===== src/rtl/running_min_ctrl.sv =====
// Issues candidate leaf indices for one query job and emits time-aligned running-minimum strobes.
// Optional perf counters are enabled by defining RUNNING_MIN_CTRL_PERF_EN.
`timescale 1ns/1ps
module running_min_ctrl #(
  parameter int PIPE_LAT = 2,
  parameter int IDX_W    = 9
) (
  input  logic             clk,
  input  logic             rst_n,
  input  logic             start_valid,
  output logic             start_ready,
  input  logic [IDX_W-1:0] start_leaf_base,
  input  logic [IDX_W:0]   start_leaf_count,
  input  logic             start_query_last,
  output logic             issue_valid,
  input  logic             issue_ready,
  output logic [IDX_W-1:0] issue_leaf_idx,
  output logic             rm_valid,
  output logic             rm_restart,
  output logic             rm_query_last,
  input  logic             rm_valid_out,
  output logic             busy,
  output logic             done
`ifdef RUNNING_MIN_CTRL_PERF_EN
  ,
  output logic [31:0]      perf_busy_cycles,
  output logic [31:0]      perf_stall_cycles
`endif
);

  localparam logic [IDX_W:0] MAX_CNT = {1'b1, {IDX_W{1'b0}}};
  localparam logic [IDX_W:0] ONE     = {{IDX_W{1'b0}}, 1'b1};
  localparam logic [IDX_W:0] ZERO    = '0;

  typedef enum logic [1:0] {IDLE, ISSUE, DRAIN, DONE} state_t;

  state_t              state;
  logic [IDX_W:0]      count;
  logic [IDX_W:0]      issued;
  logic [IDX_W:0]      retired;
  logic                qlast;
  logic [PIPE_LAT-1:0] tok_vld;
  logic [PIPE_LAT-1:0] tok_first;
  logic [PIPE_LAT-1:0] tok_last;

  logic                accept;
  logic                last_issue;
  logic [IDX_W:0]      cnt_sat;

  assign accept     = issue_valid & issue_ready;
  assign last_issue = accept && ((issued + ONE) == count);
  assign cnt_sat    = (start_leaf_count > MAX_CNT) ? MAX_CNT : start_leaf_count;

  assign rm_valid      = tok_vld[PIPE_LAT-1];
  assign rm_restart    = tok_first[PIPE_LAT-1];
  assign rm_query_last = tok_last[PIPE_LAT-1] & qlast;

  // Token line shifts every cycle so a token's latency is fixed regardless of later stalls.
  always_ff @(posedge clk or negedge rst_n) begin
    if (!rst_n) begin
      tok_vld   <= '0;
      tok_first <= '0;
      tok_last  <= '0;
    end else begin
      tok_vld[0]   <= accept;
      tok_first[0] <= accept && (issued == ZERO);
      tok_last[0]  <= last_issue;
      for (int i = 1; i < PIPE_LAT; i++) begin
        tok_vld[i]   <= tok_vld[i-1];
        tok_first[i] <= tok_first[i-1];
        tok_last[i]  <= tok_last[i-1];
      end
    end
  end

  always_ff @(posedge clk or negedge rst_n) begin
    if (!rst_n) begin
      state          <= IDLE;
      count          <= '0;
      issued         <= '0;
      retired        <= '0;
      qlast          <= 1'b0;
      start_ready    <= 1'b1;
      issue_valid    <= 1'b0;
      issue_leaf_idx <= '0;
      busy           <= 1'b0;
      done           <= 1'b0;
    end else begin
      case (state)
        IDLE: begin
          if (start_valid) begin
            count          <= cnt_sat;
            qlast          <= start_query_last;
            issued         <= '0;
            retired        <= '0;
            issue_leaf_idx <= start_leaf_base;
            start_ready    <= 1'b0;
            busy           <= 1'b1;
            if (cnt_sat == ZERO) begin
              state <= DONE;
              done  <= 1'b1;
            end else begin
              state       <= ISSUE;
              issue_valid <= 1'b1;
            end
          end
        end
        ISSUE: begin
          // Retires can overlap issue when the job is longer than the pipeline.
          if (rm_valid_out) retired <= retired + ONE;
          if (accept) begin
            issued         <= issued + ONE;
            issue_leaf_idx <= issue_leaf_idx + 1'b1;
          end
          if (last_issue) begin
            state       <= DRAIN;
            issue_valid <= 1'b0;
          end
        end
        DRAIN: begin
          if (rm_valid_out) begin
            retired <= retired + ONE;
            if ((retired + ONE) == count) begin
              state <= DONE;
              done  <= 1'b1;
            end
          end
        end
        DONE: begin
          done        <= 1'b0;
          busy        <= 1'b0;
          start_ready <= 1'b1;
          state       <= IDLE;
        end
        default: state <= IDLE;
      endcase
    end
  end

`ifdef RUNNING_MIN_CTRL_PERF_EN
  always_ff @(posedge clk or negedge rst_n) begin
    if (!rst_n) begin
      perf_busy_cycles  <= '0;
      perf_stall_cycles <= '0;
    end else begin
      if (busy && (perf_busy_cycles != 32'hFFFF_FFFF))
        perf_busy_cycles <= perf_busy_cycles + 32'd1;
      if (issue_valid && !issue_ready && (perf_stall_cycles != 32'hFFFF_FFFF))
        perf_stall_cycles <= perf_stall_cycles + 32'd1;
    end
  end
`endif

endmodule


===== config.mk =====
export PLATFORM = sky130hd
export DESIGN_NAME = running_min_ctrl
export DESIGN_NICKNAME = d
export VERILOG_FILES = /design/src/rtl/running_min_ctrl.sv
export SDC_FILE = /design/constraint.sdc
export NUM_CORES = 1
export LEC_CHECK = 0
export CAP_MARGIN = 20
export CORE_ASPECT_RATIO = 1.1
export CORE_UTILIZATION = 40
export CTS_BUF_LIST = sky130_fd_sc_hd__clkbuf_8
export DETAILED_ROUTE_END_ITERATION = 6
export PLACE_DENSITY = 0.62
export SLEW_MARGIN = 30
export SYNTH_ARGS = -nofsm -noshare
export SYNTH_HDL_FRONTEND = slang
export SYNTH_SLANG_ARGS = --single-unit

===== constraint.sdc =====
create_clock -name clk -period 3.4 [get_ports clk]
set_clock_uncertainty 0.1 [all_clocks]
set_input_delay 0.68 -clock clk [delete_from_list [all_inputs] [get_ports clk]]
set_output_delay 0.68 -clock clk [all_outputs]
set_load 0.005 [all_outputs]

# After elaboration in Yosys (flattened, before gate mapping)
# Cells that the tools add are included.
[op_classes]
add_sub_neg = 3
n_lt_le_gt_ge = 1
n_eq_ne = 13
n_mux = 28
bitwise = 2
n_reduce_logical = 17
[op_table]
columns = ["op", "n"]
rows = [
  ["$mux W10", 4],
  ["$pmux W10 S2", 2],
  ["$add A10 B1 Y10 const B", 2],
  ["$eq A10 B10 Y1", 2],
  ["$logic_not A10 Y1", 2],
  ["$mux W9", 2],
  ["$pmux W9 S2", 1],
  ["$ne A2 B2 Y1 const B", 7],
  ["$gt A10 B10 Y1 const B", 1],
  ["$mux W2", 5],
  ["$add A9 B1 Y9 const B", 1],
  ["$mux W1", 9],
  ["$pmux W2 S4", 1],
  ["$reduce_and A4 Y1", 2],
  ["$pmux W1 S2", 3],
  ["$reduce_and A3 Y1", 2],
  ["$reduce_bool A2 Y1", 3],
  ["$reduce_and A5 Y1", 1],
  ["$eq A2 B2 Y1 const B", 2],
  ["$reduce_and A2 Y1", 2],
  ["$pmux W1 S3", 1],
  ["$reduce_bool A3 Y1", 1],
  ["$and A1 B1 Y1", 2],
  ["$eq A2 B1 Y1 const B", 1],
  ["other kinds (4)", 5],
]
[word_totals]
register_bits = 52
output_inout_bits = 16
word_cells = 77

# Depth between registers and ports, before layout
[logic_depth]
word_depth = 6
mapped_depth = 9

# Worst setup path after synthesis
# No wires, ideal clock.
[synth_path]
path_type = "register -> register"
from = "register issued[0]"
to = "register state[1]"
setup_ns = 0.124
arrival_time_ns = 2.025
path_slack_ns = 1.151
stages_incl_launch_ff = 8
path_buffers = 0
path_cell_list = "dfrtp_1 > ha_1 > nand3_2 > or3_2 > o21ai_0 > nand4_2 > a21o_1 > mux2i_1"
[synth_via]
elab_chain_len = 5
[synth_lines]
columns = ["element", "line", "text"]
rows = [
  ["from (decl)", "39", "logic [IDX_W:0] issued;"],
  ["from (signal assigned)", "112", "issued <= issued + ONE;"],
  ["$add A10 B1 Y10", "51", "assign last_issue = accept && ((issued + ONE) == count);"],
  ["$eq A10 B10 Y1", "51", ""],
  ["$logic_and A1 B1 Y1", "51", ""],
  ["$ne A2 B2 Y1 (no source line)", "-", ""],
  ["$reduce_and A4 Y1 (no source line)", "-", ""],
  ["to (signal assigned)", "78", "state <= IDLE;"],
  ["to (signal assigned)", "100", "state <= DONE;"],
  ["to (signal assigned)", "103", "state <= ISSUE;"],
  ["to (decl)", "37", "state_t state;"],
]
# Every way passes these cells.
# A chain may end at the register's enable or synchronous reset.

# Final worst setup path
# Ends and elaborated chain as after synthesis.

==> run summary <==
Vias = 2549
First-pass DRT Iterations = 4
Fin. Hold Viols = 0
Metal3 WL = 163 um
Post-layout nets = 406
Worst r2r dst = state[1]
Cell taking the most area after synthesis = dfrtp_1
Hold crit path type = input port to async pin
ANT cells = 0
Synth top area share = 41.1%
IO Pins = 41
P_leak = 1.57 nW
Peak supply drop = 0.254 mV
Avg Vias per Cell = 5.32
Wirelength per Cell = 14.6 um
Critical Path End Type = flop
Register area share after synthesis = 41.9%
DR WL met2 = 3.47 mm
First-pass GRT wire length = 11.6 mm
Layout cells sized above 1 = 9.36%
Sequential Area = 1300 um2
Cells on worst reg2reg path = 7
# hold bufs at CTS = 0
Primary FF master, synth = dfrtp_1
Clock slew at reported path FFs = 0.10 ns
R2r setup slk = 0.82 ns
Post-synth top cells = 51 x dfrtp_1, 39 x o21ai_0, 36 x nand2_1
DP Wirelength = 5.21 mm
Critical path required time = 3.50 ns
Slew HR = 73.5%
Area of the multi-input gates = 1700 um2
Final wirelength = 7.01 mm
Setup WS post-layout = 0.821 ns
Yosys cell types = 52
Setup bufs post-CTS = 0
Die Area = 8120 um2
Slew @ Worst Pin = 0.395 ns
MaxCap Viol Count = 0
Cells after DPL = 471
Largest net degree at the start of global routing = 34
Post-synth EDFFs = 0
Synth async-reset ratio = 100%
Warnings from Yosys = 0
Initial antenna violation count = 0
H-tree levels = 2
Synth Area per Inst = 9.16 um2
Total Routing Usage GR = 18.3%
Yosys reg bits = 52
Gpl congestion = 0.779
1st-iter DRT viols = 87
Pins Over Slew Limit = 0
Top Layer Used = met4
CTS max path bufs = 2
CP max stage delay = 0.55 ns
GR Overflow Total = 0
Worst slack, placed = 0.707 ns
Status = finished, final reports clean
Clock sink count = 52
R2r startpoint = issued[0]
Achievable Freq = 388 MHz
Unrepaired setup endpoints after global routing = no
Endpoints failing setup = 0
Core area = 7470 um2
Row cnt = 33
Setup TNS = 0 ns
Met1 WL = 3.26 mm
PD cells = 786 nW/um2
Final worst path period need = 2.58 ns
Initial Util = 41.6%
Crit start category = flop
Area Growth Syn to Fin = 19.9%
DRC viols = 0
Non-Filler Instances = 479
Number of global-route vias before repair = 2389
TritonCTS Buffers = 5
Worst-skew pair later-pin latency = 0.31 ns
Period utilisation layout = 75.9%
Synthesized area = 3110 um2
Fillcell total = 715
Crit path kind = flop to flop
ANT nets after route = 0
CP Max Fanout = 7
Top cells by area, synth = dfrtp_1 41%, o21ai_0 6.3%, xnor2_1 4.8%
TritonCTS clock tree = yes
Worst path slowest cell = or3_2
Most frequent cell after synthesis = dfrtp_1
Cell count after synthesis = 339
Post-Syn Nets = 372
# resized after CTS = 0
Die X = 86.0 um
Port Buf Inserts = 40
Worst path arrival time = 2.68 ns
Root Driver = clkbuf_8
CP cell instances = ha_1, nand3_2, or3_2, o21ai_0, nand4_2, a21o_1, mux2i_1
Die Span Y = 94.4 um
## sequential cells by signal, indices dropped and copies added (netlist names)
name,flops
count,10
tok_last,2
busy,1
done,1
retired,10
tok_first,2
state,2
start_ready,1
issue_valid,1
issued,10
issue_leaf_idx,9
qlast,1
tok_vld,2
## layout make-up
class	instances	area share (%)
Inverter	8	0.806
Clock buffer	7	2.59
Timing Repair Buffer	46	11.8
Sequential cell	52	35.0
Clock inverter	1	0.806
Multi-Input combinational cell	260	45.5
Tap cell	105	3.53
## worst max-delay path by stage
stage,depth (start not counted),to,slack (ns),start
CTS,7,state[1],0.80,issued[0]
global placement,8,state[1],0.73,start_valid
detailed placement,8,state[1],0.71,start_valid
global route,7,state[1],0.63,issued[0]
floorplan,7,state[1],1.15,issued[0]
finish,7,state[1],0.82,issued[0]
## cell families after synthesis
group / count (synthesis) / synth area share (%)
muxes: 13 / 4.31
xor gates and xnor gates: 28 / 7.89
DFF: 52 / 41.9
buffers and inverters: 27 / 3.50
and+or+nand+nor: 118 / 21.1
adders and majority gates: 8 / 3.22
AOI/OAI and AO/OA: 93 / 18.1
## critical path, delay by kind of cell, from the launching register on
| kind | cells | cell delay (ns) |
|---|---|---|
| AO/OA/AOI/OAI | 2 | 0.47 |
| adder cells (fa/ha/maj) | 1 | 0.36 |
| flip-flops | 1 | 0.50 |
| multiplexers | 1 | 0.12 |
| AND/OR/NAND/NOR | 3 | 0.93 |
## stage by stage
step                      total power [mW]  hold slack (ns)  area, um2  util (%)
after floorplan                       2.00            0.231       3110         -
after global placement                2.46            0.233       3600      48.2
after detailed placement              2.48            0.235       3600      48.2
after CTS                             2.96            0.258       3730      49.9
after global routing                  3.18            0.267       3730      49.9
final                                 2.93            0.255       3730      49.9
## cells in the final DEF (no fill, tap or decap), types with 5 or more instances in the layout
master,n
dfrtp_1,51
o21ai_0,39
clkdlybuf4s50_1,39
nand2_1,36
a21oi_1,21
xnor2_1,17
nand3_1,15
nor2_1,12
nor3_1,12
xor2_1,11
a22o_1,11
mux2i_1,10
nand2b_1,9
inv_1,8
ha_1,8
clkbuf_8,7
buf_4,6
nand4_1,5
o22ai_1,5
a21o_1,5
## where the power goes
part           switching [mW]  total (mW)  leakage [nW]  internal (mW)
Combinational           0.734        1.38         0.846          0.646
Clock                   0.212       0.472        0.0645          0.260
Sequential              0.256        1.08         0.662          0.822
## metal layers
layer | track usage [%] | up-vias
met3 | 2.71 | 9
met5 | 0 | -
li1 | - | 1271
met1 | 23.7 | 1228
met2 | 31.3 | 41
met4 | 5.83 | 0
Note: power is estimated with default switching activity, not from simulation.
